## src/rtl/sram_arbiter_nch.sv

```systemverilog
// N-channel arbiter onto the BaseRAM/ExtRAM pair.
// One access at a time: IDLE (arbitrate) -> ACCESS (WAIT_CYCLES strobe cycles)
// -> DONE (one cycle, strobes released, response pulse). Tristate is built above.

// Per-bank pin driver: decodes the shared access state into one bank's pins.
module sram_arbiter_nch_bank (
  input  logic        acc_i,     // ACCESS state and this bank selected
  input  logic        done_i,    // DONE state and this bank selected
  input  logic        sel_i,     // latched bank is this one
  input  logic        we_i,
  input  logic [3:0]  be_i,
  input  logic [19:0] waddr_i,
  input  logic [31:0] wdata_i,
  output logic [19:0] addr_o,
  output logic [3:0]  be_n_o,
  output logic        ce_n_o,
  output logic        oe_n_o,
  output logic        we_n_o,
  output logic [31:0] d_o,
  output logic        d_oe_o
);
  // Strobes are only active in ACCESS; write data is kept driven through DONE for hold time.
  always_comb begin
    addr_o = sel_i ? waddr_i : 20'h0;
    be_n_o = acc_i ? ~be_i : 4'hF;
    ce_n_o = ~acc_i;
    oe_n_o = ~(acc_i & ~we_i);
    we_n_o = ~(acc_i & we_i);
    d_o    = wdata_i;
    d_oe_o = we_i & (acc_i | done_i);
  end
endmodule

module sram_arbiter_nch #(
  parameter int NCH         = 2,
  parameter int WAIT_CYCLES = 1,
  parameter int RR_MODE     = 0,
  parameter int BANK_BIT    = 22
) (
  input  logic              clk,
  input  logic              resetn,
  input  logic [NCH-1:0]    req,
  input  logic [NCH-1:0]    req_we,
  input  logic [NCH*4-1:0]  req_be,
  input  logic [NCH*32-1:0] req_addr,
  input  logic [NCH*32-1:0] req_wdata,
  output logic [NCH-1:0]    gnt,
  output logic [NCH-1:0]    rsp_valid,
  output logic [31:0]       rsp_rdata,
  output logic              busy,
  output logic [19:0]       base_ram_addr,
  output logic [3:0]        base_ram_be_n,
  output logic              base_ram_ce_n,
  output logic              base_ram_oe_n,
  output logic              base_ram_we_n,
  output logic [31:0]       base_ram_d_o,
  output logic              base_ram_d_oe,
  input  logic [31:0]       base_ram_d_i,
  output logic [19:0]       ext_ram_addr,
  output logic [3:0]        ext_ram_be_n,
  output logic              ext_ram_ce_n,
  output logic              ext_ram_oe_n,
  output logic              ext_ram_we_n,
  output logic [31:0]       ext_ram_d_o,
  output logic              ext_ram_d_oe,
  input  logic [31:0]       ext_ram_d_i
);
  localparam int IW = (NCH > 1) ? $clog2(NCH) : 1;
  localparam int CW = (WAIT_CYCLES > 1) ? $clog2(WAIT_CYCLES) : 1;
  localparam logic [NCH-1:0] ONE = NCH'(1);

  localparam logic [1:0] S_IDLE   = 2'd0;
  localparam logic [1:0] S_ACCESS = 2'd1;
  localparam logic [1:0] S_DONE   = 2'd2;

  logic [1:0]    state_q, state_d;
  logic [IW-1:0] win_q, win_d;
  logic [IW-1:0] ptr_q;
  logic [CW-1:0] cnt_q;
  logic          we_q, bank_q;
  logic [3:0]    be_q;
  logic [19:0]   word_q;
  logic [31:0]   wdata_q, rdata_q;
  logic [NCH-1:0] gnt_q;

  logic [31:0] sel_addr, sel_wdata;
  logic [3:0]  sel_be;
  logic        sel_we;
  logic        unused_addr_bits;

  // Winner select: fixed = lowest index; RR = first set bit after ptr_q.
  always_comb begin
    int idx;
    idx   = 0;
    win_d = '0;
    if (RR_MODE != 0) begin
      for (int k = NCH-1; k >= 0; k--) begin
        idx = int'(ptr_q) + 1 + k;
        if (idx >= NCH) idx -= NCH;
        if (req[IW'(idx)]) win_d = IW'(idx);
      end
    end else begin
      for (int k = NCH-1; k >= 0; k--)
        if (req[IW'(k)]) win_d = IW'(k);
    end
  end

  // Mux the winning channel's request fields.
  always_comb begin
    sel_we    = req_we[win_d];
    sel_be    = req_be[{win_d, 2'b00} +: 4];
    sel_addr  = req_addr[{win_d, 5'b00000} +: 32];
    sel_wdata = req_wdata[{win_d, 5'b00000} +: 32];
  end

  // Only the word index and bank bit of the byte address matter here.
  assign unused_addr_bits = ^sel_addr;

  // Access FSM next state.
  always_comb begin
    state_d = state_q;
    case (state_q)
      S_IDLE:   if (|req) state_d = S_ACCESS;
      S_ACCESS: if (cnt_q == '0) state_d = S_DONE;
      S_DONE:   state_d = S_IDLE;
      default:  state_d = S_IDLE;
    endcase
  end

  // State, grant latch, wait counter and read capture.
  always_ff @(posedge clk or negedge resetn) begin
    if (!resetn) begin
      state_q <= S_IDLE;
      win_q   <= '0;
      ptr_q   <= IW'(NCH-1);
      cnt_q   <= '0;
      we_q    <= 1'b0;
      bank_q  <= 1'b0;
      be_q    <= 4'h0;
      word_q  <= 20'h0;
      wdata_q <= 32'h0;
      rdata_q <= 32'h0;
      gnt_q   <= '0;
    end else begin
      state_q <= state_d;
      gnt_q   <= '0;
      case (state_q)
        S_IDLE: if (|req) begin
          win_q   <= win_d;
          gnt_q   <= ONE << win_d;
          we_q    <= sel_we;
          be_q    <= sel_be;
          word_q  <= sel_addr[21:2];
          bank_q  <= sel_addr[BANK_BIT];
          wdata_q <= sel_wdata;
          cnt_q   <= CW'(WAIT_CYCLES-1);
          if (RR_MODE != 0) ptr_q <= win_d;
        end
        S_ACCESS: begin
          if (cnt_q == '0) begin
            if (!we_q) rdata_q <= bank_q ? ext_ram_d_i : base_ram_d_i;
          end else begin
            cnt_q <= cnt_q - CW'(1);
          end
        end
        default: ;
      endcase
    end
  end

  assign gnt       = gnt_q;
  assign rsp_valid = (state_q == S_DONE) ? (ONE << win_q) : '0;
  assign rsp_rdata = rdata_q;
  assign busy      = (state_q != S_IDLE);

  sram_arbiter_nch_bank u_base (
    .acc_i(state_q == S_ACCESS && !bank_q), .done_i(state_q == S_DONE && !bank_q),
    .sel_i(!bank_q), .we_i(we_q), .be_i(be_q), .waddr_i(word_q), .wdata_i(wdata_q),
    .addr_o(base_ram_addr), .be_n_o(base_ram_be_n), .ce_n_o(base_ram_ce_n),
    .oe_n_o(base_ram_oe_n), .we_n_o(base_ram_we_n), .d_o(base_ram_d_o),
    .d_oe_o(base_ram_d_oe)
  );

  sram_arbiter_nch_bank u_ext (
    .acc_i(state_q == S_ACCESS && bank_q), .done_i(state_q == S_DONE && bank_q),
    .sel_i(bank_q), .we_i(we_q), .be_i(be_q), .waddr_i(word_q), .wdata_i(wdata_q),
    .addr_o(ext_ram_addr), .be_n_o(ext_ram_be_n), .ce_n_o(ext_ram_ce_n),
    .oe_n_o(ext_ram_oe_n), .we_n_o(ext_ram_we_n), .d_o(ext_ram_d_o),
    .d_oe_o(ext_ram_d_oe)
  );
endmodule

```

## config.mk

```make
export PLATFORM = sky130hd
export DESIGN_NAME = sram_arbiter_nch
export DESIGN_NICKNAME = d
export VERILOG_FILES = /design/src/rtl/sram_arbiter_nch.sv
export SDC_FILE = /design/constraint.sdc
export NUM_CORES = 1
export LEC_CHECK = 0
export CAP_MARGIN = 20
export CELL_PAD_IN_SITES_DETAIL_PLACEMENT = 1
export CELL_PAD_IN_SITES_GLOBAL_PLACEMENT = 2
export CORE_MARGIN = 3
export CORE_UTILIZATION = 16
export CTS_CLUSTER_DIAMETER = 120
export DETAILED_ROUTE_END_ITERATION = 16
export GPL_TIMING_DRIVEN = 0
export HOLD_SLACK_MARGIN = 0.1
export PLACE_DENSITY_LB_ADDON = 0.1
export SYNTH_ARGS = -nofsm -noshare
export SYNTH_HDL_FRONTEND = slang
export SYNTH_SLANG_ARGS = --single-unit
```

## constraint.sdc

```tcl
create_clock -name clk -period 1.6 [get_ports clk]
set_clock_uncertainty 0.1 [all_clocks]
set_input_delay 0.32 -clock clk [delete_from_list [all_inputs] [get_ports clk]]
set_output_delay 0.32 -clock clk [all_outputs]
set_load 0.1 [all_outputs]
```

After elaboration in Yosys (flattened, before gate mapping)
Cells that the tools add are included.

word-level totals
  output and inout bits = 157
  register bits after elaboration = 96
  logic and storage cells = 68

operators by class
  equality and inequality tests = 4
  reduce and logical (&&, ||, !) cells = 13
  add/subtract/negate cells = 1
  multiplexer cells = 17
  bitwise gates (word level) = 17
  shift operators = 5
  magnitude comparators = 1

operator list
  kind                                                                          count
  64-bit by 7-bit variable part select with 23-bit output                       1
  64-bit by 7-bit variable part select with 32-bit output                       1
  20-bit two-way mux                                                            2
  32-bit two-way mux                                                            1
  2-bit two-way mux                                                             5
  4-bit two-way mux                                                             2
  1-bit inverter                                                                8
  8-bit by 4-bit variable part select with 4-bit output                         1
  1-bit bitwise AND                                                             6
  2-bit AND reduction                                                           3
  1-bit two-way mux                                                             5
  1-bit logical AND                                                             4
  2-bit inequality test, second input constant                                  2
  4-bit inverter                                                                1
  2-bit one-hot mux with 2 select lines                                         1
  2-bit nonzero test                                                            2
  1-bit by 1-bit << shifter with 2-bit output, first input constant             2
  3-bit AND reduction                                                           1
  2-bit by 1-bit equality test with 1-bit output, second input constant         1
  2-bit equality test, second input constant                                    1
  2-bit zero test                                                               1
  1-bit by 2-bit less-than comparator with 1-bit output, second input constant  1
  1-bit OR                                                                      2
  1-bit one-hot mux with 2 select lines                                         1
  other kinds (3)                                                               3

Longest topological paths before layout
  depth in word-level cells = 4
  gate-level depth with buffers = 5

Modules after synthesis
From an unflattened synthesis, not the netlist that was laid out.

unflattened totals
  cells, all modules = 403
  area total of the unflattened synthesis = 4616.9 um^2

by module, submodules not included
  module                 times used  area an instance (um^2)  cells each
  sram_arbiter_nch       1           3783.6                   279
  sram_arbiter_nch_bank  2           416.6                    62

Worst setup path before layout
No wires, ideal clock.

  path kind = reg2out
  start = register state_q[1]
  end = output port base_ram_d_oe
  path buffers = 0
  slack = -2.985 ns
  data required time = 1.180 ns
  arrival time = 4.165 ns
  stages on the path, launching flop included = 4
  path through = dfrtp_1 nor2b_1 nor2_1 nor3b_1

on the way
  longest elaborated chain between the ends = 4
  elaborated cells between the ends (all ways) = 6

RTL lines
  what                                                                                   line  source
  start: declaration                                                                     76    logic [1:0] state_q, state_d;
  start signal: assignment                                                               145   state_q <= state_d;
  2-bit by 1-bit equality test with 1-bit output or 2-bit equality test (tied branches)  177   .acc_i(state_q == S_ACCESS && !bank_q), .done_i(state_q == S_DONE && !bank_q),
  1-bit logical AND                                                                      177
  1-bit OR (*)                                                                           30    d_oe_o = we_i & (acc_i | done_i);
  1-bit bitwise AND (*)                                                                  30
  end: declaration                                                                       57    output logic base_ram_d_oe,

Every way passes the cells marked *; elsewhere a longest branch is shown, timed or not.

Worst setup path after layout
  start = register state_q[1]
  end = output port base_ram_be_n[0]

on the way
  longest elaborated chain between the ends = 3

RTL lines
  what                                            line  source
  2-bit by 1-bit equality test with 1-bit output  177
  1-bit logical AND                               177
  4-bit two-way mux                               25    be_n_o = acc_i ? ~be_i : 4'hF;
  end: declaration                                52    output logic [3:0] base_ram_be_n,

No other way between the ends.

==> metrics.md <==
| Metric | Value |
|---|---|
| Final TNS setup | `-27.89 ns` |
| Fin crit period | `approximately 2 ns` |
| RR Startpoint | `state_q[1]$_DFFE_PN0P_` |
| Peak Freq | `501.0 MHz` |
| Outcome | `finished, violations left` |
| Worst endpoint required time | `1.18 ns` |
| First-pass DRT Iterations | `4` |
| Synth Cell Area | `between 4000 and 5000 sq um` |
| Max cap viols | `0` |
| Slowest stage delay, CP | `roughly 0.45 ns` |
| Violated checks | `negative setup slack` |
| RSZ-0062 raised after global routing | `true` |
| CTS max path bufs | `2` |
| Via density | `3.840` |
| Register area share after synthesis | `approximately 53%` |
| Hold Path End | `rsp_rdata[2]$_DFFE_PN0P_` |
| Die Span X | `171.1 um` |
| Vias in the first global route | `4377` |
| GP Congestion | `0.6946` |
| Final WL | `between 15000 and 20000 um` |
| CP cell instances | `nor2b_4, nor2b_4, nand2_2, buf_12` |
| R2r endpoint | `word_q[19]$_DFFE_PN0P_` |
| Final-report hold violation count | `0` |
| Vert. Die Dim | `171.1 um` |
| Antenna cells | `0` |
| Clock sink count | `93` |
| Synth top area share | `~53%` |
| Via count | `4013` |
| Die Area | `29280 sq um` |
| Hpwl dp | `13400 um` |
| Slew Limit Headroom | `53.95%` |
| Io pins | `363` |
| Critical Path Slowest Stage Cell | `dfrtp_2` |
| All-Layer GR Usage | `12.35%` |
| Syn. warnings | `0` |
| Top cell family by delay on the critical path | `simple AND/OR/NAND/NOR gates` |
| Critical Path Sink Type | `primary output` |
| Final Non-Filler Cells | `roughly 1000` |
| R2R Setup Slk | `-0.23 ns` |
| Max Slew Vio Count | `0` |
| ANT nets after route | `0` |
| Data arrival time of the worst path | `1.58 ns` |
| Port-buffer cells | `280` |
| Min-delay worst type | `register to register` |
| Final Setup Violations | `116` |
| Total Nets Final | `between 900 and 1000` |
| H-Tree Depth | `3` |
| Worst setup SP type | `register` |
| Layout Utilization | `between 30% and 40%` |
| Worst path bufs/invs | `1` |
| CTS Buf Count | `9` |
| Tcrit/Tclk final | `124.7%` |
| Core Region | `26430 sq um` |
| Synth Register Bits | `slightly above 90` |
| WS Path Type | `register to primary output` |
| Area contributors post-synth | `dfrtp_1, mux2_2, mux2i_1, buf_4, a21oi_1` |
| Worst Hold Path Cells | `2` |
| Placed insts | `~1000` |
| Yosys top cell by area | `dfrtp_1` |
| Crit-path max FO | `5` |
| Largest net degree at the start of global routing | `48` |
| Most common cell on crit path | `nor2b_4` |
| Wire per inst | `roughly 18 um` |
| Initial Util | `16.50%` |
| Grt ovf | `0` |
| P&R area growth vs syn | `121.4%` |
| Initial antenna violation count | `0` |
| CTS tree | `yes` |
| Setup ws final | `-0.3960 ns` |
| First-pass GRT wire length | `~27000 um` |
| Syn avg cell area | `11.76 sq um` |
| Root Driver | `clkbuf_16` |
| Clk slew on worst S/H paths | `approximately 0.07 ns` |
| Share of layout cells above drive strength 1 | `60.56%` |
| R2R depth | `6` |
| Worst slew pin tran | `0.6907 ns` |
| Post-route DRC | `0` |
| Site row count | `59` |
| Gate Count Post-Synth | `371` |
| Hold path startpoint | `rsp_rdata[2]$_DFFE_PN0P_` |
| Post-synthesis cell type count | `23` |
| Initial DRC Count | `100` |
| Worst-Skew Late Latency | `0.35 ns` |
## cell usage in the layout, fill, tap and decap left out
master	n
nand2b_4	1
mux2i_1	25
nand3b_1	1
nor3b_4	2
clkinvlp_4	1
mux2i_4	3
buf_12	69
clkbuf_16	15
buf_4	92
nor2_4	3
dfrtp_2	35
or2_4	1
clkbuf_8	2
buf_2	18
nand2_4	2
bufinv_16	1
and2_4	21
buf_8	9
dlygate4sd3_1	1
nor2b_4	23
inv_1	2
mux2_4	58
dfrtp_1	58
buf_16	4
clkbuf_4	33
clkinv_4	1
clkdlybuf4s50_1	124
nand2_8	1
nand2_2	7
nand3_4	1
mux2i_2	4
nor2_1	34
clkbuf_1	1
conb_1	2
a21oi_1	32
inv_6	1
buf_6	22
## cell usage after synthesis
| cell type | instances |
|---|---|
| dfrtp_1 | 93 |
| mux2_2 | 49 |
| buf_4 | 38 |
| nor2_1 | 36 |
| a21oi_1 | 32 |
| mux2i_1 | 32 |
| nor2b_1 | 23 |
| and2_1 | 21 |
| nand2_1 | 10 |
| buf_2 | 9 |
| mux2_1 | 9 |
| clkbuf_1 | 7 |
| inv_1 | 2 |
| buf_6 | 1 |
| buf_8 | 1 |
| conb_1 | 1 |
| nand2b_1 | 1 |
| nand3_1 | 1 |
| nand3b_1 | 1 |
| nor2_4 | 1 |
| nor3b_1 | 1 |
| nor3b_2 | 1 |
| or2_4 | 1 |
## metal layers
metal / share of wire (%) / wire, um / vias to the layer above / track usage (%)
met3: 6.0 / 1098 / 15 / 2.680
met4: 1.7 / 316 / 0 / 4.199
met5: 0 / 0 / - / 0
met1: 40 / 7431 / 1976 / 15.18
met2: 52 / 9557 / 148 / 21.44
li1: - / - / 1874 / -
## through the flow
step	cell area, sq um	worst slack, ns	hold slack, ns
finish	9658	-0.3960	0.4231
detailed placement	8224	-1.347	0.3114
global route	9658	-0.4689	0.4458
CTS	9512	-0.4336	0.4258
global placement	8199	-4.444	0.4080
floorplan	4977	-0.7277	-0.07559
## tightest hold or removal path, stage by stage (launching register included)
cell     delay, ns
dfrtp_1       0.34
nor2_1        0.05
a21oi_1       0.10
## flip-flops by register name, indices dropped and copies added (netlist names)
name and count:
wdata_q 32, be_q 4, we_q 1, word_q 20, rsp_rdata 32, gnt 1, state_q 2, bank_q 1
## worst max-delay path by stage
stage | depth (start not counted) | end | from
2_1_floorplan | 3 | base_ram_d_oe | state_q[1]$_DFFE_PN0P_
3_3_place_gp | 1 | wdata_q[1]$_DFFE_PN0P_ | resetn
3_5_place_dp | 4 | base_ram_be_n[3] | state_q[0]$_DFFE_PN0P_
4_1_cts | 4 | base_ram_be_n[3] | state_q[0]$_DFFE_PN0P_
5_1_grt | 4 | base_ram_be_n[3] | state_q[1]$_DFFE_PN0P_
6_report | 4 | base_ram_be_n[0] | state_q[1]$_DFFE_PN0P_
## cell type report
cell class / instances / area, sq um
fill: 2825 / 16770
buffer: 51 / 569.3
timing repair buffer: 327 / 3735
multi-input combinational: 221 / 2245
clock buffer: 12 / 256.5
inverter: 2 / 7.507
tap: 335 / 419.2
clock inverter: 4 / 55.05
sequential: 93 / 2371
## cells by family (layout without fill, tap and decap cells)
group | count (synthesis) | in the layout | share of synthesized area (%)
compound gates | 32 | 32 | 3.672
buf+inv | 58 | 396 | 8.950
flops | 93 | 93 | 53.36
mux | 90 | 90 | 22.32
other cells | 1 | 2 | 0.08598
simple gates | 97 | 97 | 11.62
## timing repair
action / in CTS / in global routing
hold buffers: 1 / 0
buffers inserted: 31 / 11
resized for setup: 1121 / 64
endpoints found under the setup margin: 246 / 174
hold endpoints to repair: 46 / 0
cloned: 9 / 0
pin swaps: 9 / 8
Power is not shown: default switching activity piles up to over one toggle a cycle in this logic, so the estimate is an artifact.
